$ cat src/rtl/sar_adc_ctrl.sv
// Successive-approximation ADC sequencer: sample/hold, binary search via an
// external DAC + comparator, optional 2^n oversampling and round-robin channel scan.
module sar_adc_ctrl #(
  parameter int BITS              = 14,
  parameter int DAC_WIDTH         = 16,
  parameter int SAMPLE_CYCLES     = 2000,
  parameter int HOLD_CYCLES       = 30,
  parameter int DAC_SETTLE_CYCLES = 45,
  parameter int CHANNELS          = 2,
  parameter int AVG_MAX_LOG2      = 4
) (
  input  logic                 clk_i,
  input  logic                 reset_ni,
  input  logic                 start_i,
  input  logic                 continuous_i,
  input  logic                 scan_i,
  input  logic [2:0]           ch_i,
  input  logic [2:0]           avg_log2_i,
  input  logic                 comp_i,
  output logic                 sh_o,
  output logic [2:0]           ch_sel_o,
  output logic [DAC_WIDTH-1:0] dac_data_o,
  output logic                 dac_load_o,
  output logic [BITS-1:0]      data_o,
  output logic [2:0]           data_ch_o,
  output logic                 data_valid_o,
  output logic                 busy_o
);

  localparam int AW    = BITS + AVG_MAX_LOG2;
  localparam int CW    = AVG_MAX_LOG2 + 1;
  localparam int KW    = $clog2(BITS);
  localparam int TMAX0 = (SAMPLE_CYCLES > HOLD_CYCLES) ? SAMPLE_CYCLES : HOLD_CYCLES;
  localparam int TMAX  = (TMAX0 > DAC_SETTLE_CYCLES) ? TMAX0 : DAC_SETTLE_CYCLES;
  localparam int TW    = $clog2(TMAX + 1);

  typedef enum logic [2:0] {IDLE, SAMPLE, HOLD, LOAD, WAIT, DONE} state_e;

  state_e               state_q, state_d;
  logic [TW-1:0]        timer_q, timer_d;
  logic [KW-1:0]        bit_q, bit_d;
  logic [BITS-1:0]      code_q, code_d;
  logic [AW-1:0]        acc_q, acc_d;
  logic [CW-1:0]        cnt_q, cnt_d;
  logic [2:0]           navg_q, navg_d;
  logic                 cont_q, cont_d;
  logic                 scan_q, scan_d;
  logic [2:0]           ch_q, ch_d;
  logic                 sh_q, sh_d;
  logic [DAC_WIDTH-1:0] dac_data_q, dac_data_d;
  logic                 dac_load_q, dac_load_d;
  logic [BITS-1:0]      data_q, data_d;
  logic [2:0]           data_ch_q, data_ch_d;
  logic                 data_valid_q, data_valid_d;
  logic                 busy_q, busy_d;

  logic                 enter_sample;
  logic [BITS-1:0]      code_new;
  logic [CW-1:0]        target;
  logic [2:0]           navg_in;

  function automatic logic [BITS-1:0] trial_code(input logic [BITS-1:0] code,
                                                 input logic [KW-1:0]   k);
    return code | (BITS'(1) << k);
  endfunction

  assign navg_in = (int'(avg_log2_i) > AVG_MAX_LOG2) ? 3'(AVG_MAX_LOG2) : avg_log2_i;

  always_comb begin
    state_d      = state_q;
    timer_d      = timer_q;
    bit_d        = bit_q;
    code_d       = code_q;
    acc_d        = acc_q;
    cnt_d        = cnt_q;
    navg_d       = navg_q;
    cont_d       = cont_q;
    scan_d       = scan_q;
    ch_d         = ch_q;
    sh_d         = sh_q;
    dac_data_d   = dac_data_q;
    dac_load_d   = 1'b0;
    data_d       = data_q;
    data_ch_d    = data_ch_q;
    data_valid_d = 1'b0;
    busy_d       = busy_q;
    enter_sample = 1'b0;
    code_new          = code_q;
    code_new[bit_q]   = comp_i;
    target            = CW'(1) << navg_q;

    case (state_q)
      IDLE: begin
        if (start_i || continuous_i) begin
          cont_d       = continuous_i;
          scan_d       = scan_i;
          navg_d       = navg_in;
          ch_d         = ch_i;
          acc_d        = '0;
          cnt_d        = '0;
          busy_d       = 1'b1;
          enter_sample = 1'b1;
        end
      end
      SAMPLE: begin
        if (timer_q == '0) begin
          state_d = HOLD;
          sh_d    = 1'b0;
          timer_d = TW'(HOLD_CYCLES - 1);
        end else begin
          timer_d = timer_q - 1'b1;
        end
      end
      HOLD: begin
        if (timer_q == '0) begin
          state_d    = LOAD;
          dac_data_d = DAC_WIDTH'(trial_code(code_q, bit_q));
          dac_load_d = 1'b1;
        end else begin
          timer_d = timer_q - 1'b1;
        end
      end
      LOAD: begin
        state_d = WAIT;
        timer_d = TW'(DAC_SETTLE_CYCLES - 1);
      end
      WAIT: begin
        if (timer_q == '0) begin
          code_d = code_new;
          // The next trial is launched straight from the freshly decided bit.
          if (bit_q != '0) begin
            bit_d      = bit_q - 1'b1;
            state_d    = LOAD;
            dac_data_d = DAC_WIDTH'(trial_code(code_new, bit_q - 1'b1));
            dac_load_d = 1'b1;
          end else begin
            acc_d   = acc_q + AW'(code_new);
            cnt_d   = cnt_q + 1'b1;
            state_d = DONE;
          end
        end else begin
          timer_d = timer_q - 1'b1;
        end
      end
      DONE: begin
        if (cnt_q < target) begin
          enter_sample = 1'b1;
        end else begin
          data_d       = BITS'(acc_q >> navg_q);
          data_ch_d    = ch_q;
          data_valid_d = 1'b1;
          if (scan_q) begin
            ch_d = (ch_q >= 3'(CHANNELS - 1)) ? 3'd0 : ch_q + 1'b1;
          end
          if (cont_q && continuous_i) begin
            cont_d       = continuous_i;
            scan_d       = scan_i;
            navg_d       = navg_in;
            acc_d        = '0;
            cnt_d        = '0;
            enter_sample = 1'b1;
          end else begin
            state_d = IDLE;
            busy_d  = 1'b0;
          end
        end
      end
      default: begin
        state_d = IDLE;
        sh_d    = 1'b0;
        busy_d  = 1'b0;
      end
    endcase

    if (enter_sample) begin
      state_d = SAMPLE;
      sh_d    = 1'b1;
      timer_d = TW'(SAMPLE_CYCLES - 1);
      code_d  = '0;
      bit_d   = KW'(BITS - 1);
    end
  end

  always_ff @(posedge clk_i or negedge reset_ni) begin
    if (!reset_ni) begin
      state_q      <= IDLE;
      timer_q      <= '0;
      bit_q        <= '0;
      code_q       <= '0;
      acc_q        <= '0;
      cnt_q        <= '0;
      navg_q       <= '0;
      cont_q       <= 1'b0;
      scan_q       <= 1'b0;
      ch_q         <= '0;
      sh_q         <= 1'b0;
      dac_data_q   <= '0;
      dac_load_q   <= 1'b0;
      data_q       <= '0;
      data_ch_q    <= '0;
      data_valid_q <= 1'b0;
      busy_q       <= 1'b0;
    end else begin
      state_q      <= state_d;
      timer_q      <= timer_d;
      bit_q        <= bit_d;
      code_q       <= code_d;
      acc_q        <= acc_d;
      cnt_q        <= cnt_d;
      navg_q       <= navg_d;
      cont_q       <= cont_d;
      scan_q       <= scan_d;
      ch_q         <= ch_d;
      sh_q         <= sh_d;
      dac_data_q   <= dac_data_d;
      dac_load_q   <= dac_load_d;
      data_q       <= data_d;
      data_ch_q    <= data_ch_d;
      data_valid_q <= data_valid_d;
      busy_q       <= busy_d;
    end
  end

  assign sh_o         = sh_q;
  assign ch_sel_o     = ch_q;
  assign dac_data_o   = dac_data_q;
  assign dac_load_o   = dac_load_q;
  assign data_o       = data_q;
  assign data_ch_o    = data_ch_q;
  assign data_valid_o = data_valid_q;
  assign busy_o       = busy_q;

endmodule

$ cat config.mk
export PLATFORM = sky130hd
export DESIGN_NAME = sar_adc_ctrl
export DESIGN_NICKNAME = d
export VERILOG_FILES = /design/src/rtl/sar_adc_ctrl.sv
export SDC_FILE = /design/constraint.sdc
export NUM_CORES = 1
export LEC_CHECK = 0
export ABC_AREA = 1
export ABC_CLOCK_PERIOD_IN_PS = 2800
export CORE_MARGIN = 5
export CORE_UTILIZATION = 58
export DETAILED_ROUTE_END_ITERATION = 10
export DONT_BUFFER_PORTS = 1
export PLACE_DENSITY = 0.88
export SLEW_MARGIN = 5
export SYNTH_ARGS = -nofsm -noshare
export SYNTH_HDL_FRONTEND = slang
export SYNTH_SLANG_ARGS = --single-unit
$ cat constraint.sdc
create_clock -name clk_i -period 2.8 [get_ports clk_i]
set_clock_uncertainty 0.1 [all_clocks]
set_input_delay 0.28 -clock clk_i [delete_from_list [all_inputs] [get_ports clk_i]]
set_output_delay 0.28 -clock clk_i [all_outputs]
set_load 0.1 [all_outputs]
== Word-level counts from Yosys, hierarchy flattened ==
Index checks and enable logic that the tools add are counted.
Word-level totals
  flip-flop bits (word level): 100
  bits in latches: 0
  RAM bits: 0
  bits in read-only memories: 0
  input bits: 12
  output and inout port bits: 40
  word-level logic and storage cells: 157
  memories kept: 0
Cells by class
  $add $sub $neg: 5
  multiply operators: 0
  div/mod/pow operators: 0
  magnitude comparators: 5
  equal/unequal tests: 22
  shift-type cells: 4
  mux-type cells: 73
  bitwise logic cells: 4
  reductions and logical operators: 27
Operators with widths (count)
  $mux 18: 5
  $pmux 18 s3: 1
  $mux 16: 3
  $mux 3: 15
  $mux 14: 3
  $mux 11: 3
  $pmux 11 s3: 1
  $pmux 16 s2: 1
  $or 14x14->14: 2
  $shl 1x4->14 const A: 2
  $mux 5: 5
  $mux 1: 20
  $ne 2x2->1 const B: 10
  $add 18x14->18: 1
  $ne 3x3->1 const B: 6
  $pmux 3 s6: 1
  $shr 18x3->14: 1
  $mux 4: 4
  $reduce_and 4->1: 4
  $pmux 5 s3: 1
  $bwmux 14: 1
  $pmux 3 s2: 2
  $reduce_and 6->1: 2
  $logic_not 11->1: 1
  other kinds (29): 45

== Depth between registers and ports, before layout ==
Gate-level depths: netlist of the first run.
  word-level depth: 9
  mapped depth: 19
  depth with buffers taken out: 18

== Least setup slack after synthesis of the first run ==
OpenSTA, ideal clock, no wires.
  path kind: reg2reg
  start point: register bit_q[0]
  end point: register acc_q[16]
  setup time: 0.119 ns
  arrival: 2.574 ns
  data required time: 2.581 ns
  slack: 0.007 ns
  stages on the path, launching flop included: 17
  buffers on the path: 1
  period minus slack after synthesis: 2.793 ns
  path through: dfrtp_1 > inv_1 > ha_1 > clkbuf_1 > nand2_1 > o21ai_0 > inv_1 > ha_1 > fa_1 > nand3_1 > nand2_1 > nand3_1 > nand2_1 > nand2_1 > nand2_1 > a21oi_1 > nor2_1
On the way
  longest elaborated chain between the ends: 9
  elaborated cells between the ends (all ways): 13
  classes of those cells: add/sub: 1; order compare: 2; eq/ne: 1; mux: 6; reduce/logical: 3
RTL lines
  start: declaration: line 41  | logic [KW-1:0] bit_q, bit_d;
  start signal: assignment: line 206  | bit_q <= bit_d;
  $lt 4x5->1 (not written as such) / $ge 4x1->1 (equally long branches): line 89  | code_new[bit_q] = comp_i;
  $logic_and 1x1->1 (not written as such): line 89
  $mux 1 (not written as such): line 89
  $demux 1 s4: line 89
  $bwmux 14: line 89
  $add 18x14->18: line 137  | acc_d = acc_q + AW'(code_new);
  $mux 18: line 131  | if (bit_q != '0) begin
  $mux 18: line 128  | if (timer_q == '0) begin
  $pmux 18 s3: line 92  | case (state_q)
  end signal: assignment: line 190  | acc_q <= '0;
  end signal: assignment: line 208  | acc_q <= acc_d;
  end: declaration: line 43  | logic [AW-1:0] acc_q, acc_d;
Parallel ways exist; a longest one is shown, timed or not. The select of a mux whose other input is x is not followed.
A chain may end at the register's enable or synchronous reset.

== Worst setup path in the final report of the first run ==
  start point: register bit_q[1]
  end point: register acc_q[17]
The elaborated chain is that of the path after synthesis.

==> impl_metrics.yaml, run 1 <==
outcome:
  status: "finished, final reports clean"
timing:
  setup_violations: 0
  max_freq_ghz: 0.3711
  slew_violations: 0
  hold_ws_ps: 16.27
  setup-tns-final_ps: 0
  post-route-period-util_pct: 96.24
  max_slew_margin_pct: 38.23
  period_minus_slack_ps: 2695
  final_hold_viol_count: 0
  worstMarginPinSlew_ps: 926.6
floorplan:
  fp.dieH_um: 115.1
  die_area_um2: 13240
  rows: 38
  initial_core_util_pct: 59.05
  ios: 52
  die_x_um: 115.1
  core_um2: 10840
detailed_routing:
  drc: 0
  drt_iter0_drc: 675
  drt_first_pass_iters: 5
  wl_per_cell_um: 14.53
  num_vias: 6032
  wl_mm: 15.47
  via_per_inst: 5.669
  drtAntennaViolNets: 0
clock_tree:
  numCtsBuffers: 9
  cts_root_buffer: "clkbuf_8"
  clk_path_buf_depth: 2
  cts-htree-levels: 3
  numClockSinks: 98
  clock_latency_ps: 370
  path_clk_slew_ps: 90
  cts_tree: "done"
synthesis:
  ys_seq_area_share_pct: 38.31
  ys_types: 45
  postSynth.asyncResetShare_pct: 100.0
  synth_area_um2: 6401
  synth-edff-count: 0
  yosysWarnings: 0
  ys_ff_latch: 98
  syn-instance-count: 904
  synth_ff_type: "dfrtp_1"
  postSynthAreaPerCell_um2: 7.081
setup_path:
  worstSetupPathType: "flip-flop to flip-flop"
  worstSetupStartpointType: "flip-flop"
  cp_data_required_time_ps: 2960
  worst-endpoint-arrival_ps: 2860
  end_kind: "flip-flop"
  cp_max_fo: 9
final_layout:
  ff_latch_area_um2: 2454
  fin_area_um2: 6955
  nets: 960
  multiInputGateArea_um2: 3433
  post-route-util_pct: 64.16
  mostFrequentLayoutCells: "288 x nand2_1, 97 x inv_1, 97 x o21ai_0, 97 x dfrtp_1, 64 x nor2_1"
  drive_gt1_share_pct: 9.307
  area_delta_synth_final_pct: 8.659
  antennaDiodeCount: 0
  final_common_cell: "nand2_1"
  fill_cells: 921
place:
  dpl-instance-area_um2: 6593
  hpwl_mm: 11.22
  port_buffers: 0
  gp_congestion: 0.9582
global_routing:
  antenna_found_initial: 0
  overflow: 0
  first_global_vias: 5555
  grt_max_degree: 99
  grt_use_total_pct: 24.38
  grt_pass1_wl_mm: 26.19
power_and_ir_drop:
  max-vdd-ir-drop_mv: 0.2071
  cellPowerDensity_nw_per_um2: 359.1
  leakagePower_uw: 0.003514
hold_path:
  hp-class: "input pin to flip-flop"
job:
  maxCapViolCount: 0
area by class of cell:
| cell class | instances | area share, % |
|---|---|---|
| Multi-Input combinational cell | 671 | 49.36 |
| Sequential cell | 98 | 35.28 |
| Inverter | 108 | 5.828 |
| Timing Repair Buffer | 31 | 3.850 |
| Tap cell | 140 | 2.518 |
| Clock buffer | 12 | 2.087 |
| Clock inverter | 4 | 1.079 |
layer usage:
| layer | track usage [%] | routed length, um | vias up |
|---|---|---|---|
| met5 | 0 | 0 | - |
| met4 | 9.233 | 465 | 0 |
| met3 | 4.632 | 1173 | 42 |
| met2 | 38.00 | 7171 | 247 |
| met1 | 33.86 | 6655 | 2786 |
| li1 | - | - | 2957 |
final timing paths:
check	startpoint	cells past startpoint	to	slack [ps]
max in group asynchronous	reset_ni	2	bit_q[2]$_DFFE_PN0P_	1820
min	avg_log2_i[2]	3	navg_q[1]$_DFFE_PN0P_	20
min in group asynchronous	reset_ni	2	scan_q$_DFFE_PN0P_	420
max	bit_q[1]$_DFFE_PN0P_	15	acc_q[17]$_DFFE_PN0P_	110
min reg2reg	scan_q$_DFFE_PN0P_	2	scan_q$_DFFE_PN0P_	380
max reg2reg	bit_q[1]$_DFFE_PN0P_	15	acc_q[17]$_DFFE_PN0P_	110
stage by stage:
step / std cells / setup WS [ps] / power, uW
floorplan: 905 / 6.563 / 1464
global placement: 1040 / 152.9 / 1463
detailed placement: 1040 / 50.16 / 1463
CTS: 1063 / 30.76 / 2514
global route: 1064 / -64.03 / 2577
finish: 1064 / 105.4 / 2498
registers in the layout, summed over array words and instances, names as in the netlist, 3 cells and up:
signal      flops
acc_q          18
bit_q           4
ch_sel_o        3
cnt_q           5
code_q         14
dac_data_o     14
data_ch_o       3
data_o         14
navg_q          3
state_q         3
timer_q        11
critical path, stage by stage, from the launching register on:
cell and delay (ps):
dfrtp_1 440, inv_2 120, ha_1 210, buf_4 190, nand3_1 100, nand2_1 100
inv_1 60, ha_1 330, nand2_1 120, inv_1 80, a21oi_1 230, nand3_2 160
nand2_1 90, nand2_1 60, a21oi_1 130, nor2_1 50
synth_stat cells (all sizes together), types with 2 or more instances:
library cell | instances | area, um2
a41oi | 2 | 17.52
or2 | 3 | 18.77
o311ai | 2 | 17.52
dfrtp | 98 | 2452
o21ai | 109 | 549.3
buf | 19 | 126.4
nor2 | 77 | 344.1
nand4 | 4 | 25.02
nand3b | 2 | 15.01
xnor2 | 6 | 52.55
o21a | 2 | 15.01
inv | 107 | 401.6
o211ai | 2 | 15.01
nor3 | 4 | 20.02
nand3 | 58 | 312.8
nand2 | 292 | 1101
ha | 28 | 350.3
clkbuf | 9 | 33.78
a21oi | 33 | 180.2
xor2 | 10 | 95.10
o21bai | 6 | 45.04
a31oi | 6 | 37.54
a21o | 3 | 22.52
o22ai | 14 | 87.58
report_power, final:
group / leakage [uW] / internal, uW / switching (uW)
sequential: 0.00116 / 1410 / 0
clock: 0.000103 / 529 / 496
combinational: 0.00225 / 12.6 / 46.3
cell families (layout without fill, tap and decap cells):
kind of cell               Yosys count  after routing  share of synthesized area, %
and+or+nand+nor                    441            441                         28.79
AOI/OAI and AO/OA                  183            183                         15.91
buffers and inverters              136            155                         8.835
DFF                                 98             98                         38.31
adders and majority gates           29             29                         5.786
xor gates and xnor gates            16             16                         2.307
other                                1              2                       0.05858
repair_timing:
action                     CTS  global route
resized for setup            0            17
setup buffers                0             1
hold endpoints to repair   103             0
setup endpoints to repair    0            23
hold buffers                 7             0
(Power assumes the default switching activity.)
==> inputs of run 2 (changes only) <==
CORE_MARGIN = 4   (was 5)
==> run 2 against run 1 <==
Net effect:
- cell area increased by 0.22%
- sequential power barely moved
- critical endpoint is now acc_q[16]$_DFFE_PN0P_
- critical path type unchanged
- via count about the same
- largest cell class unchanged
- final cell count is 0.38% higher
- die area is 3.4% lower
- first-iteration DRC count is 9.6% lower
- critical path depth is the same
- utilization up 0.14 points
- worst setup slack improved by 56 ps
- register-to-register slack better by 60 ps
- largest power group unchanged
- count of clock-buffer cells in the layout decreased by 2
- non-clock buffer count increased by 5
==> impl_metrics.yaml, run 2 (synthesized netlist as in run 1, its figures left out) <==
clock_tree:
  numClockSinks: 98
  clk_path_buf_depth: 2
  path_clk_slew_ps: 100
  cts_root_buffer: "clkbuf_8"
  cts_tree: "done"
  clock_latency_ps: 380
  numCtsBuffers: 9
  cts-htree-levels: 3
detailed_routing:
  drt_iter0_drc: 610
  wl_per_cell_um: 14.95
  wl_mm: 15.96
  drtAntennaViolNets: 0
  drt_first_pass_iters: 7
  num_vias: 6036
  via_per_inst: 5.652
  drc: 0
place:
  gp_congestion: 0.9554
  hpwl_mm: 11.34
  dp_cells: 1042
  port_buffers: 0
floorplan:
  initial_core_util_pct: 59.05
  rows: 38
  die_area_um2: 12780
  die_x_um: 113.1
  ios: 52
  fp.dieH_um: 113.1
  core_um2: 10840
final_layout:
  final_common_cell: "nand2_1"
  layout.cells.non_filler: 1068
  area_delta_synth_final_pct: 8.894
  antennaDiodeCount: 0
  fill_cells: 934
  nets: 965
  drive_gt1_share_pct: 9.914
  mostFrequentLayoutCells: "290 x nand2_1, 98 x inv_1, 97 x o21ai_0"
  regMostFlops: "acc_q"
  largest_register_ffs: 18
setup_path:
  end_kind: "flip-flop"
  r2r_start: "bit_q[0]$_DFFE_PN0P_"
  cp_data_required_time_ps: 2970
  worstSetupPathType: "flip-flop to flip-flop"
  crit_path_cell_trace: "inv_2 -> ha_2 -> nand2_1 -> o21ai_1 -> inv_1 -> ha_2 -> fa_2 -> nand3_1 -> nand2_1 -> nand3_1 -> nand2_1 -> nand2_1 -> nand2_1 -> a21oi_1 -> nor2_1"
  cp_common_cell: "nand2_1"
  worst-endpoint-arrival_ps: 2810
  crit_start: "bit_q[0]$_DFFE_PN0P_"
  cp_slowest_cell: "dfrtp_1"
  worstSetupStartpointType: "flip-flop"
  critPathMaxStageDelay_ps: 410
  cp_max_fo: 5
  cp_num_buf_inv: 2
  cp_top_family: "adder cells"
timing:
  post-route-period-util_pct: 94.22
  setup_violations: 0
  period_minus_slack_ps: 2638
  worstMarginPinSlew_ps: 926.4
  max_freq_ghz: 0.3790
  hold_ws_ps: 17.01
  final_hold_viol_count: 0
  slew_violations: 0
  max_slew_margin_pct: 38.24
global_routing:
  first_global_vias: 5555
  grt_use_total_pct: 24.90
  grt_max_degree: 99
  grt_pass1_wl_mm: 26.03
  overflow: 0
  antenna_found_initial: 0
power_and_ir_drop:
  leakagePower_uw: 0.003518
  cellPowerDensity_nw_per_um2: 336.5
  max-vdd-ir-drop_mv: 0.2681
job:
  maxCapViolCount: 0
hold_path:
  hp-start: "avg_log2_i[2]"
  hp-class: "input pin to flip-flop"
outcome:
  status: "finished, final reports clean"
==> run 2: cell types whose count changed in the layout (fill, tap and decap cells not counted), sizes merged <==
cell	previous run	this run
buf	25	30
bufinv	2	0
clkbuf	12	10
clkinv	1	3
inv	107	109
clkinvlp	2	1
==> run 2: worst register-to-register path, cell delays in order (launching register included) <==
cell and delay (ps):
dfrtp_1 410, inv_2 130, ha_2 210, nand2_1 100, o21ai_1 180, inv_1 80
ha_2 190, fa_2 360, nand3_1 80, nand2_1 100, nand3_1 90, nand2_1 120
nand2_1 80, nand2_1 70, a21oi_1 150, nor2_1 60
==> run 2: metrics by stage <==
step           setup WS, ps  area [um2]  setup TNS (ps)  utilization, %  power, uW
4_1_cts               49.89        6872               0           63.39       2354
2_1_floorplan         6.563        6405               0               -       1464
5_1_grt              -12.23        6970          -19.75           64.30       2417
3_3_place_gp          195.9        6608               0           60.95       1463
6_report              161.7        6970               0           64.30       2345
3_5_place_dp          79.09        6608               0           60.95       1463
==> run 2: repair_timing <==
| action | 4_1_cts | 5_1_grt |
|---|---|---|
| endpoints found under the setup margin | 0 | 40 |
| hold buffers | 7 | 0 |
| hold endpoints to repair | 103 | 0 |
| buffers inserted | 0 | 4 |
| gates resized for setup | 0 | 19 |
==> run 2: final timing paths <==
check | endpoint | slack (ps) | cells after the start
max | acc_q[16]$_DFFE_PN0P_ | 160 | 15
min | navg_q[1]$_DFFE_PN0P_ | 20 | 3
max reg2reg | acc_q[16]$_DFFE_PN0P_ | 160 | 15
min reg2reg | scan_q$_DFFE_PN0P_ | 380 | 2
max in group asynchronous | data_o[2]$_DFFE_PN0P_ | 1780 | 2
min in group asynchronous | code_q[9]$_DFFE_PN0P_ | 380 | 2
==> run 2: area by class of cell <==
cell class	instances	area, um2	area share (%)
clock buffer	10	137.6	1.975
clock inverter	5	38.79	0.5565
inverter	108	407.9	5.852
multi-input combinational	671	3435	49.27
sequential	98	2455	35.22
tap	140	175.2	2.513
timing repair buffer	36	321.6	4.613
==> run 2: layer usage <==
metal	vias to the layer above	GRT usage (%)	share of wire (%)
li1	2963	-	-
met1	2776	34.17	43
met2	264	39.73	48
met3	33	5.187	7.8
met4	0	7.933	1.9
met5	-	0	0
==> run 2: where the power goes <==
| part | internal, uW | switching [uW] |
|---|---|---|
| registers | 1410 | 0 |
| clock network | 349 | 523 |
| logic | 12.6 | 46.6 |
| total | 1780 | 569 |
